**src/rtl/id_operand_stage.sv**
```systemverilog
// ============================================================================
// Module   : id_operand_stage
// Brief    : Operand-fetch / bypass stage between decode and EX. Resolves two
//            source operands from prioritised bypass sources, the register
//            file or the immediate, detects load-use hazards, and holds the
//            result in a registered ID/EX slot with valid/ready handshake.
// Options  : ID_PERF_CNT_EN - adds saturating stall / flush performance
//            counters (ports perf_stall_cnt, perf_flush_cnt).
// Revision : 1.0 - initial release
// ============================================================================
`default_nettype none

module id_operand_stage #(
    parameter int DATA_W  = 32,
    parameter int REG_AW  = 5,
    parameter int NUM_FWD = 3,
    parameter int OP_W    = 8
`ifdef ID_PERF_CNT_EN
    ,parameter int CNT_W  = 32
`endif
) (
    input  logic                        clk,
    input  logic                        rst,
    input  logic                        in_valid,
    output logic                        in_ready,
    input  logic [OP_W-1:0]             in_op,
    input  logic [1:0]                  in_src_en,
    input  logic [2*REG_AW-1:0]         in_src_addr,
    input  logic [DATA_W-1:0]           in_imm,
    input  logic                        in_dst_en,
    input  logic [REG_AW-1:0]           in_dst_addr,
    output logic [2*REG_AW-1:0]         rf_raddr,
    input  logic [2*DATA_W-1:0]         rf_rdata,
    input  logic [NUM_FWD-1:0]          fwd_valid,
    input  logic [NUM_FWD-1:0]          fwd_pending,
    input  logic [NUM_FWD*REG_AW-1:0]   fwd_addr,
    input  logic [NUM_FWD*DATA_W-1:0]   fwd_data,
    input  logic                        flush,
    output logic                        out_valid,
    input  logic                        out_ready,
    output logic [OP_W-1:0]             out_op,
    output logic [DATA_W-1:0]           out_opnd1,
    output logic [DATA_W-1:0]           out_opnd2,
    output logic                        out_dst_en,
    output logic [REG_AW-1:0]           out_dst_addr,
    output logic                        stall_o
`ifdef ID_PERF_CNT_EN
    ,output logic [CNT_W-1:0]           perf_stall_cnt,
    output logic [CNT_W-1:0]            perf_flush_cnt
`endif
);

    logic [2*DATA_W-1:0] w_opnd;
    logic [1:0]          w_haz;
    logic                w_accept;

    logic                r_valid;
    logic [OP_W-1:0]     r_op;
    logic [DATA_W-1:0]   r_opnd1;
    logic [DATA_W-1:0]   r_opnd2;
    logic                r_dst_en;
    logic [REG_AW-1:0]   r_dst_addr;

    // Register file is addressed directly from the decoded source fields
    assign rf_raddr = in_src_addr;

    for (genvar k = 0; k < 2; k++) begin : g_opnd
        logic [REG_AW-1:0] w_addr;
        logic              w_hit;
        logic              w_pend;
        logic [DATA_W-1:0] w_fdata;
        logic [DATA_W-1:0] w_val;
        logic              w_haz_k;

        assign w_addr = in_src_addr[k*REG_AW +: REG_AW];

        // Scan from oldest to youngest so the lowest matching index wins
        always_comb begin
            w_hit   = 1'b0;
            w_pend  = 1'b0;
            w_fdata = '0;
            for (int i = NUM_FWD - 1; i >= 0; i--) begin
                if (fwd_valid[i] && (fwd_addr[i*REG_AW +: REG_AW] == w_addr)) begin
                    w_hit   = 1'b1;
                    w_pend  = fwd_pending[i];
                    w_fdata = fwd_data[i*DATA_W +: DATA_W];
                end
            end
        end

        // Select immediate, zero register, bypass or register-file data
        always_comb begin
            w_val   = rf_rdata[k*DATA_W +: DATA_W];
            w_haz_k = 1'b0;
            if (!in_src_en[k]) begin
                w_val = in_imm;
            end else if (w_addr == '0) begin
                w_val = '0;
            end else if (w_hit) begin
                // A pending winner stalls; its data value is irrelevant then
                w_haz_k = w_pend;
                w_val   = w_fdata;
            end
        end

        assign w_opnd[k*DATA_W +: DATA_W] = w_val;
        assign w_haz[k]                   = w_haz_k;
    end

    assign stall_o  = in_valid & (|w_haz);
    assign in_ready = ~flush & ~stall_o & (~r_valid | out_ready);
    assign w_accept = in_valid & in_ready;

    // ID/EX slot: flush beats accept beats drain; payload moves only on accept
    always_ff @(posedge clk or negedge rst) begin
        if (!rst) begin
            r_valid    <= 1'b0;
            r_op       <= '0;
            r_opnd1    <= '0;
            r_opnd2    <= '0;
            r_dst_en   <= 1'b0;
            r_dst_addr <= '0;
        end else if (flush) begin
            r_valid    <= 1'b0;
        end else if (w_accept) begin
            r_valid    <= 1'b1;
            r_op       <= in_op;
            r_opnd1    <= w_opnd[0 +: DATA_W];
            r_opnd2    <= w_opnd[DATA_W +: DATA_W];
            r_dst_en   <= in_dst_en;
            r_dst_addr <= in_dst_addr;
        end else if (out_ready) begin
            r_valid    <= 1'b0;
        end
    end

    assign out_valid    = r_valid;
    assign out_op       = r_op;
    assign out_opnd1    = r_opnd1;
    assign out_opnd2    = r_opnd2;
    assign out_dst_en   = r_dst_en;
    assign out_dst_addr = r_dst_addr;

`ifdef ID_PERF_CNT_EN
    logic [CNT_W-1:0] r_stall_cnt;
    logic [CNT_W-1:0] r_flush_cnt;

    // Saturating event counters: unflushed stall cycles, flushes of a live slot
    always_ff @(posedge clk or negedge rst) begin
        if (!rst) begin
            r_stall_cnt <= '0;
            r_flush_cnt <= '0;
        end else begin
            if (stall_o && !flush && (r_stall_cnt != '1)) begin
                r_stall_cnt <= r_stall_cnt + 1'b1;
            end
            if (flush && r_valid && (r_flush_cnt != '1)) begin
                r_flush_cnt <= r_flush_cnt + 1'b1;
            end
        end
    end

    assign perf_stall_cnt = r_stall_cnt;
    assign perf_flush_cnt = r_flush_cnt;
`endif

endmodule

`default_nettype wire

```
**config.mk**
```make
export PLATFORM = sky130hd
export DESIGN_NAME = id_operand_stage
export DESIGN_NICKNAME = d
export VERILOG_FILES = /design/src/rtl/id_operand_stage.sv
export SDC_FILE = /design/constraint.sdc
export NUM_CORES = 1
export LEC_CHECK = 0
export CAP_MARGIN = 30
export CORE_ASPECT_RATIO = 0.9
export CORE_MARGIN = 4
export CORE_UTILIZATION = 46
export CTS_BUF_LIST = sky130_fd_sc_hd__clkbuf_8
export CTS_CLUSTER_DIAMETER = 80
export DETAILED_ROUTE_END_ITERATION = 8
export GPL_TIMING_DRIVEN = 0
export PLACE_DENSITY = 0.9
export SYNTH_ARGS = -nofsm -noshare
export SYNTH_HDL_FRONTEND = slang
export SYNTH_SLANG_ARGS = --single-unit
```
**constraint.sdc**
```tcl
create_clock -name clk -period 3.8 [get_ports clk]
set_input_delay 0.38 -clock clk [delete_from_list [all_inputs] [get_ports clk]]
set_output_delay 0.38 -clock clk [all_outputs]
set_load 0.02 [all_outputs]
```
# [Word level (Yosys, flattened, before mapping)]
# Index checks and enable logic that the tools add are counted.
[word_totals] in_bits=244 latchBits=0 rom_bits=0 mem_count=0 mem_bits_rw=0 wordCells=64 regBits=79 output_inout_bits=91
[classes] add_sub_neg=0 mul=0 eq_ne=6 reduce_logical=11 div_mod_pow=0 shifts=0 mux=33 n_lt_le_gt_ge=0 n_bitwise=8
[op_table] op="$mux W32" count=12
[op_table] op="$eq A5 B5 Y1" count=6
[op_table] op="$mux W1" count=21
[op_table] op="$logic_not A5 Y1" count=2
[op_table] op="$logic_and A1 B1 Y1" count=6
[op_table] op="$and A1 B1 Y1" count=4
[op_table] op="$not A1 Y1" count=3
[op_table] op="$reduce_bool A3 Y1" count=1
[op_table] op="$reduce_and A2 Y1" count=1
[op_table] op="$reduce_or A2 Y1" count=1
[op_table] op="$or A1 B1 Y1" count=1

# [Depth between registers and ports, before layout]
# Gate-level depths: netlist (run 1).
[logic_depth] word_depth=16 ltp_mapped=10 mapped_depth_nobuf=6

# [Worst setup path after synthesis (run 1)]
# OpenSTA, ideal clock, no wires.
[synth_timing] path_kind="input to output" from="input in_src_addr[2]" to="output in_ready" slack_ps=1199 stages=6 n_path_buf=0 required_ps=3420 arrival_ps=2221 path_cell_list="or4_1 > o21a_1 > o311ai_0 > a31o_1 > o21ai_0 > nor3b_1"
[synth_between] elab_chain_cells=13 word_cells_on_any_way=21 cone_classes="eq/ne (3); mux (9); bitwise (4); reduce/logical (5)"
[synth_lines] item="start: declaration" line_no="28" rtl="input logic [2*REG_AW-1:0] in_src_addr,"
[synth_lines] item="$eq A5 B5 Y1" line_no="83" rtl="if (fwd_valid[i] && (fwd_addr[i*REG_AW +: REG_AW] == w_addr)) begin"
[synth_lines] item="$logic_and A1 B1 Y1" line_no="83"
[synth_lines] item="$mux W1 (3 in a row)" line_no="83"
[synth_lines] item="$mux W1" line_no="99" rtl="end else if (w_hit) begin"
[synth_lines] item="$mux W1 *" line_no="97" rtl="end else if (w_addr == '0) begin"
[synth_lines] item="$mux W1 *" line_no="95" rtl="if (!in_src_en[k]) begin"
[synth_lines] item="$reduce_or A2 Y1 *" line_no="110" rtl="assign stall_o = in_valid & (|w_haz);"
[synth_lines] item="$and A1 B1 Y1 *" line_no="110"
[synth_lines] item="named net stall_o" line_no="46" rtl="output logic stall_o"
[synth_lines] item="$not A1 Y1 *" line_no="111" rtl="assign in_ready = ~flush & ~stall_o & (~r_valid | out_ready);"
[synth_lines] item="$and A1 B1 Y1 * (2 in a row)" line_no="111"
[synth_lines] item="end: declaration" line_no="25" rtl="output logic in_ready,"
# The timed path passes the listed nets; every way through them passes the cells marked *.

# [Final worst setup path (run 1)]
[layout_timing] from="input in_src_addr[5]" to="output in_ready"
[layout_between] elab_chain_cells=13 word_cells_on_any_way=21 cone_classes="eq/ne (3); mux (9); bitwise (4); reduce/logical (5)"
[layout_lines] item="$eq A5 B5 Y1" line_no="83"
[layout_lines] item="$logic_and A1 B1 Y1" line_no="83"
[layout_lines] item="$mux W1 (3 in a row)" line_no="83"
[layout_lines] item="$mux W1" line_no="99"
[layout_lines] item="$mux W1 *" line_no="97"
[layout_lines] item="$mux W1 *" line_no="95"
[layout_lines] item="$reduce_or A2 Y1 *" line_no="110"
[layout_lines] item="$and A1 B1 Y1 *" line_no="110"
[layout_lines] item="$not A1 Y1 *" line_no="111"
[layout_lines] item="$and A1 B1 Y1 * (2 in a row)" line_no="111"
# Every way passes the cells marked *; elsewhere a longest branch is shown, timed or not.

==> results.ini, run 1 <==
[worst_setup_path]
cpMaxStageDelayCell=clkdlybuf4s50_1
start_kind=input port
crit_buf_inv=2
path_max_fanout=6
cp_data_required_time_ps=3420
timing_worst_setup_path_type=input port to primary output
crit_family=buffers and inverters
crit_top_cell=clkdlybuf4s50_1
crit_arrival_ps=3230
end_kind=primary output
path_cells=clkdlybuf4s50_1, xor2_1, nor4_2, nand3_1, o211ai_1, o21ai_0, nor3b_1, clkdlybuf4s50_1
slowest_delay_ps=630

[worst_hold_path]
hold_class=input port to asynchronous set/reset pin

[drt]
totalWireLength_um=32700
vias=8745
viasPerCell=6.44
drc=0
ant_nets=0
drt_pre_antenna_iters=9
wl_per_cell_um=24.1
initialDrtViolationCount=1076

[run]
maxCapViolCount=0

[final_layout]
drive_gt1_share_pct=10.7
synthToLayoutAreaGrowth_pct=57.1
n_antenna_cell=0
nNetsFinal=1403
final_common_cell=clkdlybuf4s50_1
final_cells=1357
mostFrequentLayoutCells=clkdlybuf4s50_1, inv_1, nor3_1, dfrtp_1, clkbuf_1

[timing]
max_freq_ghz=0.277
fin_crit_ps=3610
slew-limit-headroom_pct=40.4
slew_violations=0
skew_ps=10.6
rsz0062_at_grt=false
min_period_over_period_pct=95.1
hold_viol=0
worst_pin_slew_ps=890
report.final.setup_viol=0
tns_ps=0

[logic_synthesis]
yosysWarnings=0
synth_area_sq_um=6740
synth_top_family_by_area=compound AO/OA/AOI/OAI gates
synthMuxAreaShare_pct=13.5
avgSynthCellArea_sq_um=8.30
synthXorXnorAreaFrac_pct=3.90
synth_compound_area_share_pct=23.8
yosysTopAreaCellShare_pct=29.3
syn-instance-count=812
ys_ff_latch=79
ys_top_cells_by_area=dfrtp_1, mux2_2, nor3_1
seq_area_frac_synth_pct=29.3
synth_ff_type=dfrtp_1
synth_edf_count=0
synth.distinct_cells=43
synth_top_cell_by_area=dfrtp_1
ys_async_sr_fraction_pct=100
synth-adder-area-share_pct=0
yosys.area_share.simple_pct=15.5
synth_nets=1056

[cts]
cts_tree=built
numCtsBuffers=9
root_buffer=clkbuf_8
cts_sinks=79
clkLatencyLatePin_ps=370
ctsLongestPathBuffers=2
htree_levels=3
path_clk_slew_ps=100

[die]
start_util_pct=47.5
rows=41
die_area_sq_um=16700
die_h_um=123
io_pins=335
core_sq_um=14200
die_w_um=136

[power]
leakagePower_nw=4.17
power_density_nw_per_um2=329
power_frac_clock_pct=21.6
irDropWorstVdd_uv=336
internal_power_mw=2.24
switching_share_pct=35.6
seqPwrFrac_pct=32.5
combPwrFrac_pct=45.9
p_sw_mw=1.24

[placement]
dp_hpwl_um=25100
gp_congestion=0.960
port_buffers=332
dpl.cell_count=1338

[global_route]
gr-usage-all-layers_pct=37.9
antenna_found_initial=0
grt_pass1_vias=8843
grt_pass1_wl_um=48800
gr-total-overflow=0
grt_max_degree=49

[outcome]
status=finished, final reports clean

==> routing by layer <==
metal  vias to the layer above  part of all wire (%)  track usage, %
met4                         0                   5.0            18.5
met5                         -                     0               0
li1                       3747                     -               -
met3                       148                    12            8.93
met1                      4078                    37            46.8
met2                       772                    46            62.6
==> stage by stage <==
step                      hold WS [ps]  util [%]  area (sq um)  setup WS, ps  power (mW)
after floorplan                   84.4         -          6740          1200        1.85
after global routing               525      74.5         10600          4.76        3.62
final                              486      74.5         10600           186        3.49
after CTS                          493      74.4         10600           106        3.47
after detailed placement           372      72.7         10300           116        2.71
after global placement             488      72.5         10300          -627        2.67
==> cell usage after synthesis, types with 2 or more instances <==
master     instances
nand2b_1           2
nand4_1           33
nor3_1            98
nor2_1             4
mux2_4             9
o221ai_1          31
buf_2              3
o21ai_0           38
and3_1             2
clkbuf_1          73
o32ai_1           31
a31oi_1           32
buf_1              4
o2111ai_1         31
xor2_1            13
nand2_1            7
a311oi_1          33
xnor2_1           17
inv_1            126
nand3_1            3
nor3b_1            2
mux2_2            69
or4_1              2
dfrtp_1           79
or3_1             32
o211ai_1           2
o21a_1             2
buf_6              3
buf_4             17
==> state kept, by name, summed over array words and instances, names as in the netlist <==
register,count
out_dst_addr,5
out_dst_en,1
out_op,8
out_opnd1,32
out_opnd2,32
out_valid,1
==> final timing paths <==
| path | slack [ps] | to | startpoint | cells after the start |
|---|---|---|---|---|
| worst max-delay path | 190 | in_ready | in_src_addr[5] | 8 |
| worst min-delay path | 490 | out_opnd2[14] | rst | 2 |
| worst max register to register | 2050 | out_opnd2[7] | out_valid | 6 |
| worst min register to register | 510 | out_op[5] | out_op[5] | 1 |
| max in group asynchronous | 2670 | out_opnd2[0] | rst | 3 |
| min in group clk | 510 | out_op[5] | out_op[5] | 1 |
==> what timing repair did <==
item                       CTS  global route
gates resized for setup      0             1
hold buffers                 1             0
setup endpoints to repair    0             2
hold endpoints to repair    31             0
buffers inserted             0             2
==> final cells by class <==
type,instances,area (sq um)
Timing Repair Buffer,336,3370
Inverter,126,473
Clock buffer,10,138
Tap cell,193,241
Clock inverter,6,90.1
Fill cell,1064,3620
Multi-Input combinational cell,507,3830
Sequential cell,79,1980
Buffer,100,465
==> logic make-up after synthesis <==
logic type | after synthesis
buffers and inverters | 226
xor gates and xnor gates | 30
muxes | 78
AOI/OAI and AO/OA | 209
and+or+nand+nor | 190
DFF | 79
==> power groups by stage <==
stage / clock network (mW) / registers (mW) / logic [mW]
after floorplan: 0 / 1.36 / 0.489
after global placement: 0 / 1.13 / 1.54
after detailed placement: 0 / 1.14 / 1.57
after CTS: 0.760 / 1.13 / 1.58
after global routing: 0.794 / 1.15 / 1.68
final: 0.754 / 1.13 / 1.60
Power figures use the tool's default switching activity.
==> run 2, diff against run 1 <==
--- a/config.mk
+++ b/config.mk
@@ -6,14 +6,16 @@
 export NUM_CORES = 1
 export LEC_CHECK = 0
 export CAP_MARGIN = 30
+export CELL_PAD_IN_SITES_DETAIL_PLACEMENT = 0
+export CELL_PAD_IN_SITES_GLOBAL_PLACEMENT = 1
 export CORE_ASPECT_RATIO = 0.9
 export CORE_MARGIN = 4
-export CORE_UTILIZATION = 46
+export CORE_UTILIZATION = 32
 export CTS_BUF_LIST = sky130_fd_sc_hd__clkbuf_8
 export CTS_CLUSTER_DIAMETER = 80
 export DETAILED_ROUTE_END_ITERATION = 8
 export GPL_TIMING_DRIVEN = 0
-export PLACE_DENSITY = 0.9
+export PLACE_DENSITY_LB_ADDON = 0.1
 export SYNTH_ARGS = -nofsm -noshare
 export SYNTH_HDL_FRONTEND = slang
 export SYNTH_SLANG_ARGS = --single-unit
==> run 2 against run 1 <==
Critical path depth shrank 1. Flip-flop and latch count is the same. Combinational power is essentially flat. Clock-buffer cell count is the same. Largest power group unchanged. Highest routed layer unchanged.
==> results.ini, run 2 (synthesis gave the netlist of run 1 again) <==
[placement]
dp_hpwl_um=26000  ; was 25100 um
dpl.cell_count=1431  ; was 1338
gp_congestion=0.901  ; was 0.960
port_buffers=332  ; unchanged

[global_route]
grtUsageMet1_pct=37.5  ; was 46.8%
grt_use_met3_pct=6.23  ; was 8.93%
grt_pass1_wl_um=50600  ; was 48800 um
gr-usage-all-layers_pct=28.0  ; was 37.9%
gr-total-overflow=0  ; unchanged
grt-busiest-layer=met2  ; unchanged
antenna_found_initial=4  ; was 0
grt_pass1_vias=8330  ; was 8843
globalRouteMet2Util_pct=45.0  ; was 62.6%
grt_max_degree=43  ; was 49

[worst_setup_path]
start_kind=input port  ; unchanged
worstSetupStartpoint=in_src_addr[3]  ; was in_src_addr[5]
crit_arrival_ps=3210  ; was 3230 ps
reg2reg_from=out_valid  ; unchanged
timing_worst_setup_path_type=input port to primary output  ; unchanged
cp_data_required_time_ps=3420  ; about the same
path_max_fanout=6  ; unchanged
end_kind=primary output  ; unchanged

[final_layout]
synthToLayoutAreaGrowth_pct=59.3  ; was 57.1%
final_common_cell=clkdlybuf4s50_1  ; unchanged
final_cells=1453  ; was 1357
drive_gt1_share_pct=10.9  ; was 10.7%
nNetsFinal=1403  ; unchanged
mostFrequentLayoutCells=clkdlybuf4s50_1, inv_1, nor3_1, dfrtp_1, clkbuf_1  ; unchanged

[worst_hold_path]
worstHoldStart=out_dst_addr[3]
hold_class=flip-flop to flip-flop  ; was input port to asynchronous set/reset pin

[cts]
path_clk_slew_ps=90  ; was 100 ps
cts_tree=built  ; unchanged
root_buffer=clkbuf_8  ; unchanged
numCtsBuffers=9  ; unchanged
htree_levels=3  ; unchanged
ctsLongestPathBuffers=2  ; unchanged
cts_sinks=79  ; unchanged
clkLatencyLatePin_ps=380  ; was 370 ps

[power]
leakagePower_nw=4.17  ; about the same
irDropWorstVdd_uv=179  ; was 336 uV
power_density_nw_per_um2=323  ; was 329 nW/um^2

[timing]
skew_ps=11.9  ; was 10.6 ps
timing.hold.ws_ps=512  ; was 486 ps
slew_violations=0  ; unchanged
slew-limit-headroom_pct=26.1  ; was 40.4%
worst_pin_slew_ps=1100  ; was 890 ps
rsz0062_at_grt=false  ; unchanged
fin_crit_ps=3590  ; was 3610 ps
hold_viol=0  ; unchanged
min_period_over_period_pct=94.6  ; was 95.1%
max_freq_ghz=0.278  ; was 0.277 GHz
report.final.setup_viol=0  ; unchanged

[die]
rows=50  ; was 41
die_area_sq_um=23500  ; was 16700 sq um
core_sq_um=20800  ; was 14200 sq um
die_w_um=161  ; was 136 um
start_util_pct=32.5  ; was 47.5%
io_pins=335  ; unchanged
die_h_um=146  ; was 123 um

[drt]
ant_nets=0  ; unchanged
drt_pre_antenna_iters=5  ; was 9
drc=0  ; unchanged
vias=7939  ; was 8745
wl_per_cell_um=23.1  ; was 24.1 um
viasPerCell=5.46  ; was 6.44
initialDrtViolationCount=496  ; was 1076
totalWireLength_um=33600  ; was 32700 um

[outcome]
status=finished, final reports clean  ; unchanged

[run]
maxCapViolCount=0  ; unchanged

## run 2: cell count changes in the layout (fill, tap and decap cells not counted), sizes merged
| cell | delta |
|---|---|
| inv | -1 |
| diode | +4 |
## run 2: metrics by stage
step | cell area [sq um] | utilization, % | power [mW] | worst slack (ps) | setup TNS (ps)
finish | 10700 | 51.7 | 3.47 | 206 | 0
global route | 10700 | 51.7 | 3.63 | 25.8 | 0
CTS | 10700 | 51.5 | 3.48 | 24.1 | 0
detailed placement | 10400 | 50.3 | 2.71 | -72.0 | -105
global placement | 10400 | 50.2 | 2.70 | -842 | -65970
floorplan | 6740 | - | 1.85 | 1200 | 0
## run 2: path summary, 6_finish.rpt
check | end | slack [ps] | depth (start not counted)
hold reg to reg | out_dst_addr[3] | 510 | 1
setup reg to reg | out_opnd2[12] | 2030 | 6
min in group asynchronous | out_opnd2[7] | 520 | 2
hold / removal | out_dst_addr[3] | 510 | 1
setup / recovery | stall_o | 210 | 7
max in group asynchronous | out_opnd2[25] | 2660 | 3
## run 2: final cells by class
class,instances,area [sq um]
Antenna cell,4,10.0
Buffer,100,465
Clock buffer,10,138
Clock inverter,5,81.3
Fill cell,2062,10000
Inverter,126,473
Multi-Input combinational cell,507,3860
Sequential cell,79,1980
Tap cell,286,358
Timing Repair Buffer,336,3370
## run 2: where the power goes
part,switching [mW],internal (mW)
clock network,0.372,0.386
registers,0.0948,1.02
logic,0.762,0.831
total,1.23,2.24
## run 2: timing repair
item / in CTS / in global routing
pin swaps: 0 / 0
endpoints found under the setup margin: 2 / 1
hold buffers: 1 / 0
hold endpoints to repair: 12 / 0
setup buffers: 2 / 0
resized for setup: 0 / 6
cloned: 0 / 0
## run 2: critical path, cell delays in order
cell	delay, ps
clkdlybuf4s50_1	560
xor2_1	220
nor3_1	790
o211ai_1	220
a31o_1	270
o21ai_0	110
clkdlybuf4s50_1	650
## run 2: layer usage
metal  up-vias  share of wire [%]  wire length, um
li1       3741                  -                -
met1      3781                 43            14600
met2       367                 46            15600
met3        50                7.7             2600
met4         0                2.5              844
met5         -                  0                0
==> run 3, diff against run 2 <==
--- a/config.mk
+++ b/config.mk
@@ -16,6 +16,7 @@
 export DETAILED_ROUTE_END_ITERATION = 8
 export GPL_TIMING_DRIVEN = 0
 export PLACE_DENSITY_LB_ADDON = 0.1
+export SLEW_MARGIN = 10
 export SYNTH_ARGS = -nofsm -noshare
 export SYNTH_HDL_FRONTEND = slang
 export SYNTH_SLANG_ARGS = --single-unit
==> results of run 3 <==
Final layout, timing and power as in run 2 (identical DEF).
